==> config.mk <==
export PLATFORM = sky130hd
export DESIGN_NAME = request_conditioner
export DESIGN_NICKNAME = d
export VERILOG_FILES = /design/src/rtl/request_conditioner_pkg.sv /design/src/rtl/request_conditioner_input_debouncer.sv /design/src/rtl/request_conditioner.sv
export SDC_FILE = /design/constraint.sdc
export NUM_CORES = 1
export LEC_CHECK = 0
export CORE_UTILIZATION = 61
export CTS_CLUSTER_SIZE = 40
export DETAILED_ROUTE_END_ITERATION = 8
export PLACE_DENSITY_LB_ADDON = 0.2
export RECOVER_POWER = 100
export SETUP_SLACK_MARGIN = 0.05
export SYNTH_ARGS = -nofsm -noshare
export SYNTH_HDL_FRONTEND = slang
export SYNTH_SLANG_ARGS = --single-unit
==> constraint.sdc <==
create_clock -name clk -period 3.26 [get_ports clk]
set_input_delay 0.652 -clock clk [delete_from_list [all_inputs] [get_ports clk]]
set_output_delay 0.652 -clock clk [all_outputs]
set_load 0.03 [all_outputs]
==> src/rtl/request_conditioner_pkg.sv <==
// request_conditioner_pkg
//   Definitions shared by the request conditioner front end:
//   - phase codes 0..3, using the same encoding as the intersection controller states
//   - default debounce length (DEBOUNCE_CYCLES_DEFAULT) at the 1 kHz system clock
//   - bit positions of the six conditioned inputs inside the internal request vector
//   - phase_clear_mask(): decodes a served phase into the requests it retires
package request_conditioner_pkg;

  localparam int unsigned DEBOUNCE_CYCLES_DEFAULT = 20;
  localparam int unsigned NUM_INPUTS              = 6;

  typedef enum logic [1:0] {
    PHASE_SS_STRAIGHT = 2'd0,
    PHASE_SS_TURN     = 2'd1,
    PHASE_CS_STRAIGHT = 2'd2,
    PHASE_CS_TURN     = 2'd3
  } phase_e;

  localparam int unsigned IDX_SS_PED      = 0;
  localparam int unsigned IDX_CS_PED      = 1;
  localparam int unsigned IDX_SS_STRAIGHT = 2;
  localparam int unsigned IDX_SS_TURN     = 3;
  localparam int unsigned IDX_CS_STRAIGHT = 4;
  localparam int unsigned IDX_CS_TURN     = 5;

  // Pedestrian crossings are served together with the straight phase of
  // their own street.
  function automatic logic [NUM_INPUTS-1:0] phase_clear_mask(input phase_e phase);
    logic [NUM_INPUTS-1:0] mask;
    mask = '0;
    unique case (phase)
      PHASE_SS_STRAIGHT: begin
        mask[IDX_SS_STRAIGHT] = 1'b1;
        mask[IDX_SS_PED]      = 1'b1;
      end
      PHASE_SS_TURN:     mask[IDX_SS_TURN] = 1'b1;
      PHASE_CS_STRAIGHT: begin
        mask[IDX_CS_STRAIGHT] = 1'b1;
        mask[IDX_CS_PED]      = 1'b1;
      end
      PHASE_CS_TURN:     mask[IDX_CS_TURN] = 1'b1;
      default:           mask = '0;
    endcase
    return mask;
  endfunction

endpackage

==> src/rtl/request_conditioner_input_debouncer.sv <==
// input_debouncer
//   Two-flop synchroniser followed by a run-length debouncer for one raw
//   button or loop sensor.
//   Ports:
//     clk        in   system clock
//     reset      in   asynchronous, active-high reset
//     raw        in   raw input, asynchronous to clk
//     stable     out  debounced level; follows sync2 only after it has differed
//                     for DEBOUNCE_CYCLES consecutive clocks
//     rise_pulse out  one-cycle high while stable has just risen
module input_debouncer
  import request_conditioner_pkg::*;
#(
  parameter int unsigned DEBOUNCE_CYCLES = DEBOUNCE_CYCLES_DEFAULT
) (
  input  logic clk,
  input  logic reset,
  input  logic raw,
  output logic stable,
  output logic rise_pulse
);

  localparam int unsigned   CW   = $clog2(DEBOUNCE_CYCLES + 1);
  localparam logic [CW-1:0] LAST = CW'(DEBOUNCE_CYCLES - 1);

  logic          sync1;
  logic          sync2;
  logic          stable_d;
  logic [CW-1:0] count;

  // Flipping on count==LAST is the same as "incremented count reaches
  // DEBOUNCE_CYCLES", so the counter never holds that value and never wraps.
  always_ff @(posedge clk or posedge reset) begin
    if (reset) begin
      sync1    <= 1'b0;
      sync2    <= 1'b0;
      stable   <= 1'b0;
      stable_d <= 1'b0;
      count    <= '0;
    end else begin
      sync1    <= raw;
      sync2    <= sync1;
      stable_d <= stable;
      if (sync2 == stable) begin
        count <= '0;
      end else if (count == LAST) begin
        stable <= sync2;
        count  <= '0;
      end else begin
        count <= count + CW'(1);
      end
    end
  end

  assign rise_pulse = stable & ~stable_d;

endmodule

==> src/rtl/request_conditioner.sv <==
// request_conditioner
//   Front end for the intersection controller: debounces the two pedestrian
//   buttons and four car sensors and holds each press/arrival as a sticky
//   request until the controller reports the matching phase served.
//   Ports:
//     clk, reset                       1 kHz clock, async active-high reset
//     *_raw (6)                        raw buttons / loop sensors
//     served_valid, served_phase[1:0]  served-phase pulse from the controller
//     *_request (6)                    latched requests
//     any_request                      OR of the six requests
module request_conditioner
  import request_conditioner_pkg::*;
#(
  parameter int unsigned DEBOUNCE_CYCLES = DEBOUNCE_CYCLES_DEFAULT
) (
  input  logic       clk,
  input  logic       reset,
  input  logic       straight_street_pedestrian_button_raw,
  input  logic       cross_street_pedestrian_button_raw,
  input  logic       straight_street_straight_lane_car_sensor_raw,
  input  logic       straight_street_turn_lane_car_sensor_raw,
  input  logic       cross_street_straight_lane_car_sensor_raw,
  input  logic       cross_street_turn_lane_car_sensor_raw,
  input  logic       served_valid,
  input  logic [1:0] served_phase,
  output logic       straight_street_pedestrian_request,
  output logic       cross_street_pedestrian_request,
  output logic       straight_street_straight_lane_car_request,
  output logic       straight_street_turn_lane_car_request,
  output logic       cross_street_straight_lane_car_request,
  output logic       cross_street_turn_lane_car_request,
  output logic       any_request
);

  logic [NUM_INPUTS-1:0] raw_vec;
  logic [NUM_INPUTS-1:0] rise_vec;
  logic [NUM_INPUTS-1:0] stable_unused;
  logic [NUM_INPUTS-1:0] clear_vec;
  logic [NUM_INPUTS-1:0] request;

  always_comb begin
    raw_vec                  = '0;
    raw_vec[IDX_SS_PED]      = straight_street_pedestrian_button_raw;
    raw_vec[IDX_CS_PED]      = cross_street_pedestrian_button_raw;
    raw_vec[IDX_SS_STRAIGHT] = straight_street_straight_lane_car_sensor_raw;
    raw_vec[IDX_SS_TURN]     = straight_street_turn_lane_car_sensor_raw;
    raw_vec[IDX_CS_STRAIGHT] = cross_street_straight_lane_car_sensor_raw;
    raw_vec[IDX_CS_TURN]     = cross_street_turn_lane_car_sensor_raw;
  end

  for (genvar i = 0; i < NUM_INPUTS; i++) begin : g_deb
    input_debouncer #(
      .DEBOUNCE_CYCLES(DEBOUNCE_CYCLES)
    ) u_deb (
      .clk       (clk),
      .reset     (reset),
      .raw       (raw_vec[i]),
      .stable    (stable_unused[i]),
      .rise_pulse(rise_vec[i])
    );
  end

  always_comb begin
    clear_vec = '0;
    if (served_valid) begin
      clear_vec = phase_clear_mask(phase_e'(served_phase));
    end
  end

  // Set is OR-ed in after the clear so a simultaneous set and clear leaves
  // the request high.
  always_ff @(posedge clk or posedge reset) begin
    if (reset) begin
      request <= '0;
    end else begin
      request <= (request & ~clear_vec) | rise_vec;
    end
  end

  assign straight_street_pedestrian_request        = request[IDX_SS_PED];
  assign cross_street_pedestrian_request           = request[IDX_CS_PED];
  assign straight_street_straight_lane_car_request = request[IDX_SS_STRAIGHT];
  assign straight_street_turn_lane_car_request     = request[IDX_SS_TURN];
  assign cross_street_straight_lane_car_request    = request[IDX_CS_STRAIGHT];
  assign cross_street_turn_lane_car_request        = request[IDX_CS_TURN];
  assign any_request                               = |request;

endmodule

Yosys cells after proc, flatten, opt, wreduce, memory -nomap -nowiden:

Index checks and enable logic that the tools add are counted.

* add/sub/neg operators: 6
* equal/unequal tests: 15
* mux-type cells: 17
* bitwise gates (word level): 21
* reduce and logical (&&, ||, !) cells: 8

Operators by type and width (count)
* 2-to-1 mux 5 bit: 12
* adder 5 x 1 -> 5 bit, second input constant: 6
* == test 5 bit, second input constant: 6
* NOT 1 bit: 12
* AND reduction 2 bit: 6
* bitwise AND 1 bit: 6
* bitwise AND 6 bit: 1
* == test 1 bit: 6
* 2-to-1 mux 6 bit: 1
* NOT 6 bit: 1
* bitwise OR 6 bit: 1
* OR reduction 6 bit: 1
* == test 2 bit, second input constant: 2
* 2-to-1 mux 1 bit: 4
* == test 2 x 1 -> 1 bit, second input constant: 1
* logical NOT 2 bit: 1

* register bits: 60
* output and inout port bits: 7
* word-level logic and storage cells: 98

Depth between registers and ports, before layout:

* depth after elaboration: 6
* gate-level depth with buffers: 4
* gate-level depth less buffers: 4

Hierarchy:

A second synthesis with hierarchy kept.

* cell total of the unflattened synthesis: 183
* area total of the unflattened synthesis: 2364.8 µm²

By module, submodules not included
* input_debouncer: times used 6, cells each 27, area each 354.1 µm², seq. area each 225.2 µm²
* request_conditioner: times used 1, cells each 21, area each 240.2 µm², seq. area each 150.1 µm²

Least setup slack after synthesis:

OpenSTA, ideal clock, no wires.

* path kind: register to output
* from: register request[2]
* to: output any_request
* data arrival time: 1.003 ns
* data required time: 2.608 ns
* path slack: 1.605 ns
* cell stages (with the launch flop): 3
* path buffers: 0
* cell sequence: dfrtp_1 -> nor4_1 -> nand2_1

* cells in the longest elaborated chain, start to end: 1

Ends and longest elaborated chain
* from (decl): RTL line request_conditioner.sv:39 `logic [NUM_INPUTS-1:0] request;`
* from (signal assigned): RTL line request_conditioner.sv:76 `request <= (request & ~clear_vec) | rise_vec;`
* OR reduction 6 bit: RTL line request_conditioner.sv:86 `assign any_request = |request;`
* to (decl): RTL line request_conditioner.sv:32 `output logic any_request`

No other way between the ends.

Worst setup path after layout:

Same ends and word-level chain as after synthesis.

==> summary.md <==
| Metric | Value |
|---|---|
| Outcome | `completed` |
| Peak Freq | `between 400 and 500 MHz` |
| Worst Hold Class | `reg2reg` |
| Commonest non-fill, non-tap cell in the layout | `dfrtp_1` |
| Synth Area per Inst | `around 13 sq um` |
| Post-Synthesis Cells | `184` |
| Via density | `approximately 5.1` |
| Kind of critical path | `reg2out` |
| Starting density of the core | `0.635` |
| CP peak stage delay | `680 ps` |
| WL/cell | `roughly 13 um` |
| Worst Path Buf+Inv | `1` |
| CTS Sinks | `60` |
| Num CTS Buffers | `9` |
| Slew margin rel. | `0.391` |
| Critical Path Start Type | `flip-flop` |
| Die width | `63.7 um` |
| Final Max Slew Viols | `0` |
| Req. time, crit path | `2610 ps` |
| Syn_nets | `about 200` |
| Max Cap Viol | `0` |
| Row count | `22` |
| Total power | `between 1.5 and 2 mW` |
| Clock Pin Slew Worst Setup and Hold Paths | `around 60 ps` |
| Total negative slack | `0 ps` |
| Fin crit share | `0.734` |
| Post-CTS Resized | `0` |
| Number of global-route vias before repair | `about 1,400` |
| H-tree levels | `3` |
| Area grow syn2layout | `16.6%` |
| Clock Tree Buf Depth | `2` |
| Slew @ Worst Pin | `912 ps` |
| Crit path DAT | `1740 ps` |
| RR Startpoint | `g_deb[0].u_deb.count[0]$_DFF_PP0_` |
| Clk_lat worst skew | `320 ps` |
| Unrepaired setup endpoints after global routing | `no` |
| Root buffer cell | `clkbuf_8` |
| # port buffers | `17` |
| Final WS setup | `between 800 and 900 ps` |
| Die outline area | `between 4000 and 5000 sq um` |
| Sequential fraction of the synthesis area | `0.646` |
| Layout cells sized above 1 | `0.0968` |
| Critical path origin | `request[2]$_DFF_PP0_` |
| Cell leakage power | `~1.3 nW` |
| Worst setup EP type | `output port` |
| Final setup fails | `0` |
| Most frequent cells in the layout | `60 x dfrtp_1, 26 x nor2_1, 16 x xor2_1` |
| # DRC | `0` |
| Cts hold-fix bufs | `0` |
| Slowest cell on the critical path | `dlygate4sd3_1` |
| Pre-CTS setup slack | `approximately 1300 ps` |
| TritonRoute pass-1 iters | `4` |
| Final GP Congestion | `0.770` |
| CTS tree | `yes` |
| Final Hold Viols | `0` |
| Syn. warnings | `0` |
| DR iter-0 viols | `60` |
| Largest net degree at the start of global routing | `36` |
| Unique masters post-synth | `23` |
| Die Height | `~64 um` |
| Hpwl dp | `2.44 mm` |
| Min-Delay Startpoint | `g_deb[5].u_deb.sync1$_DFF_PP0_` |
| First-pass GRT wire length | `6.15 mm` |
| Synthesized area | `2320 sq um` |
| # IOs | `18` |
| Initial antenna violation count | `0` |
| Crit-path max FO | `3` |
| Worst vdd ir | `a little under 400 uV` |
| Total gr overflow | `0` |
| Setup bufs post-CTS | `0` |
| Core ar. | `3660 sq um` |
| Overall routing resource usage | `0.212` |
| Top delay family on crit path | `buffers and inverters` |
| Antenna cells | `0` |
| Routed Antenna Nets | `0` |
| Seq cells post-synth | `60` |
| Critical path cell sequence | `nor4_1, nand2_1, dlygate4sd3_1` |
| PwrDens | `approximately 560 nW/um^2` |
| Crit path time final | `roughly 2400 ps` |
| Via count | `between 1,000 and 1,500` |
| Clk_skew | `5.96 ps` |
| Final wirelength | `about 3.4 mm` |
| Nets | `230` |
## area by class of cell
| cell class | instances | area [sq um] |
|---|---|---|
| sequential | 60 | 1500 |
| clock inverter | 1 | 30.0 |
| inverter | 10 | 37.5 |
| clock buffer | 14 | 173 |
| multi-input combinational | 114 | 733 |
| tap | 48 | 60.1 |
| timing repair buffer | 18 | 175 |
| fill | 239 | 951 |
## path summary, 6_finish.rpt
check / to / slack (ps) / depth (start not counted)
setup / recovery: any_request / 870 / 3
hold / removal: g_deb[5].u_deb.sync2$_DFF_PP0_ / 350 / 0
setup reg to reg: g_deb[0].u_deb.count[2]$_DFF_PP0_ / 1770 / 4
hold reg to reg: g_deb[5].u_deb.sync2$_DFF_PP0_ / 350 / 0
max in group asynchronous: g_deb[4].u_deb.count[4]$_DFF_PP0_ / 970 / 3
min in group asynchronous: g_deb[0].u_deb.sync1$_DFF_PP0_ / 970 / 2
## routing by layer
metal	vias to the layer above	share of wire	GRT usage
li1	659	-	-
met1	669	0.47	0.275
met2	27	0.47	0.313
met3	5	0.040	0.0821
met4	0	0.015	0.102
met5	-	0	0
## state kept, by name (all words and copies together), names as in the netlist
name	count
g_deb.u_deb.sync2	6
g_deb.u_deb.count	30
g_deb.u_deb.stable_d	6
request	6
g_deb.u_deb.sync1	6
g_deb.u_deb.stable	6
## cells in the mapped netlist
master / instances / area, sq um
dfrtp_1: 60 / 1500
nand3b_1: 1 / 7.51
mux2_2: 5 / 56.3
nor4_1: 1 / 6.26
nand4bb_4: 1 / 27.5
xor2_1: 16 / 140
o21ai_1: 2 / 10.0
and3_2: 1 / 7.51
or3b_1: 1 / 8.76
inv_1: 10 / 37.5
o21ai_0: 5 / 25.0
nand2_1: 10 / 37.5
mux2_4: 1 / 15.0
nor3_2: 3 / 30.0
o31ai_1: 2 / 15.0
nand2_2: 3 / 18.8
nor3_1: 2 / 10.0
nor2_1: 26 / 97.6
nand3_1: 13 / 65.1
ha_1: 6 / 75.1
o31ai_2: 3 / 37.5
xnor2_1: 8 / 70.1
and2_1: 4 / 25.0
## stage by stage
step | instance area (sq um) | std cells | util | hold WS, ps
floorplan | 2320 | 184 | - | 331
CTS | 2770 | 265 | 0.755 | 355
detailed placement | 2560 | 250 | 0.700 | 339
global placement | 2560 | 250 | 0.700 | 334
global route | 2710 | 265 | 0.740 | 362
finish | 2710 | 265 | 0.740 | 352
## report_power, final
part	switching [mW]	internal (mW)
combinational	0.0403	0.0309
clock	0.251	0.412
sequential	0.0193	0.771
## logic make-up after synthesis
family / count (synthesis) / synth area share
XOR/XNOR: 24 / 0.0904
AO/OA/AOI/OAI: 12 / 0.0377
AND/OR/NAND/NOR: 66 / 0.147
buffers and inverters: 10 / 0.0161
flip-flops: 60 / 0.646
multiplexers: 6 / 0.0307
adder cells (fa/ha/maj): 6 / 0.0323
Note: power is estimated with default switching activity, not from simulation.
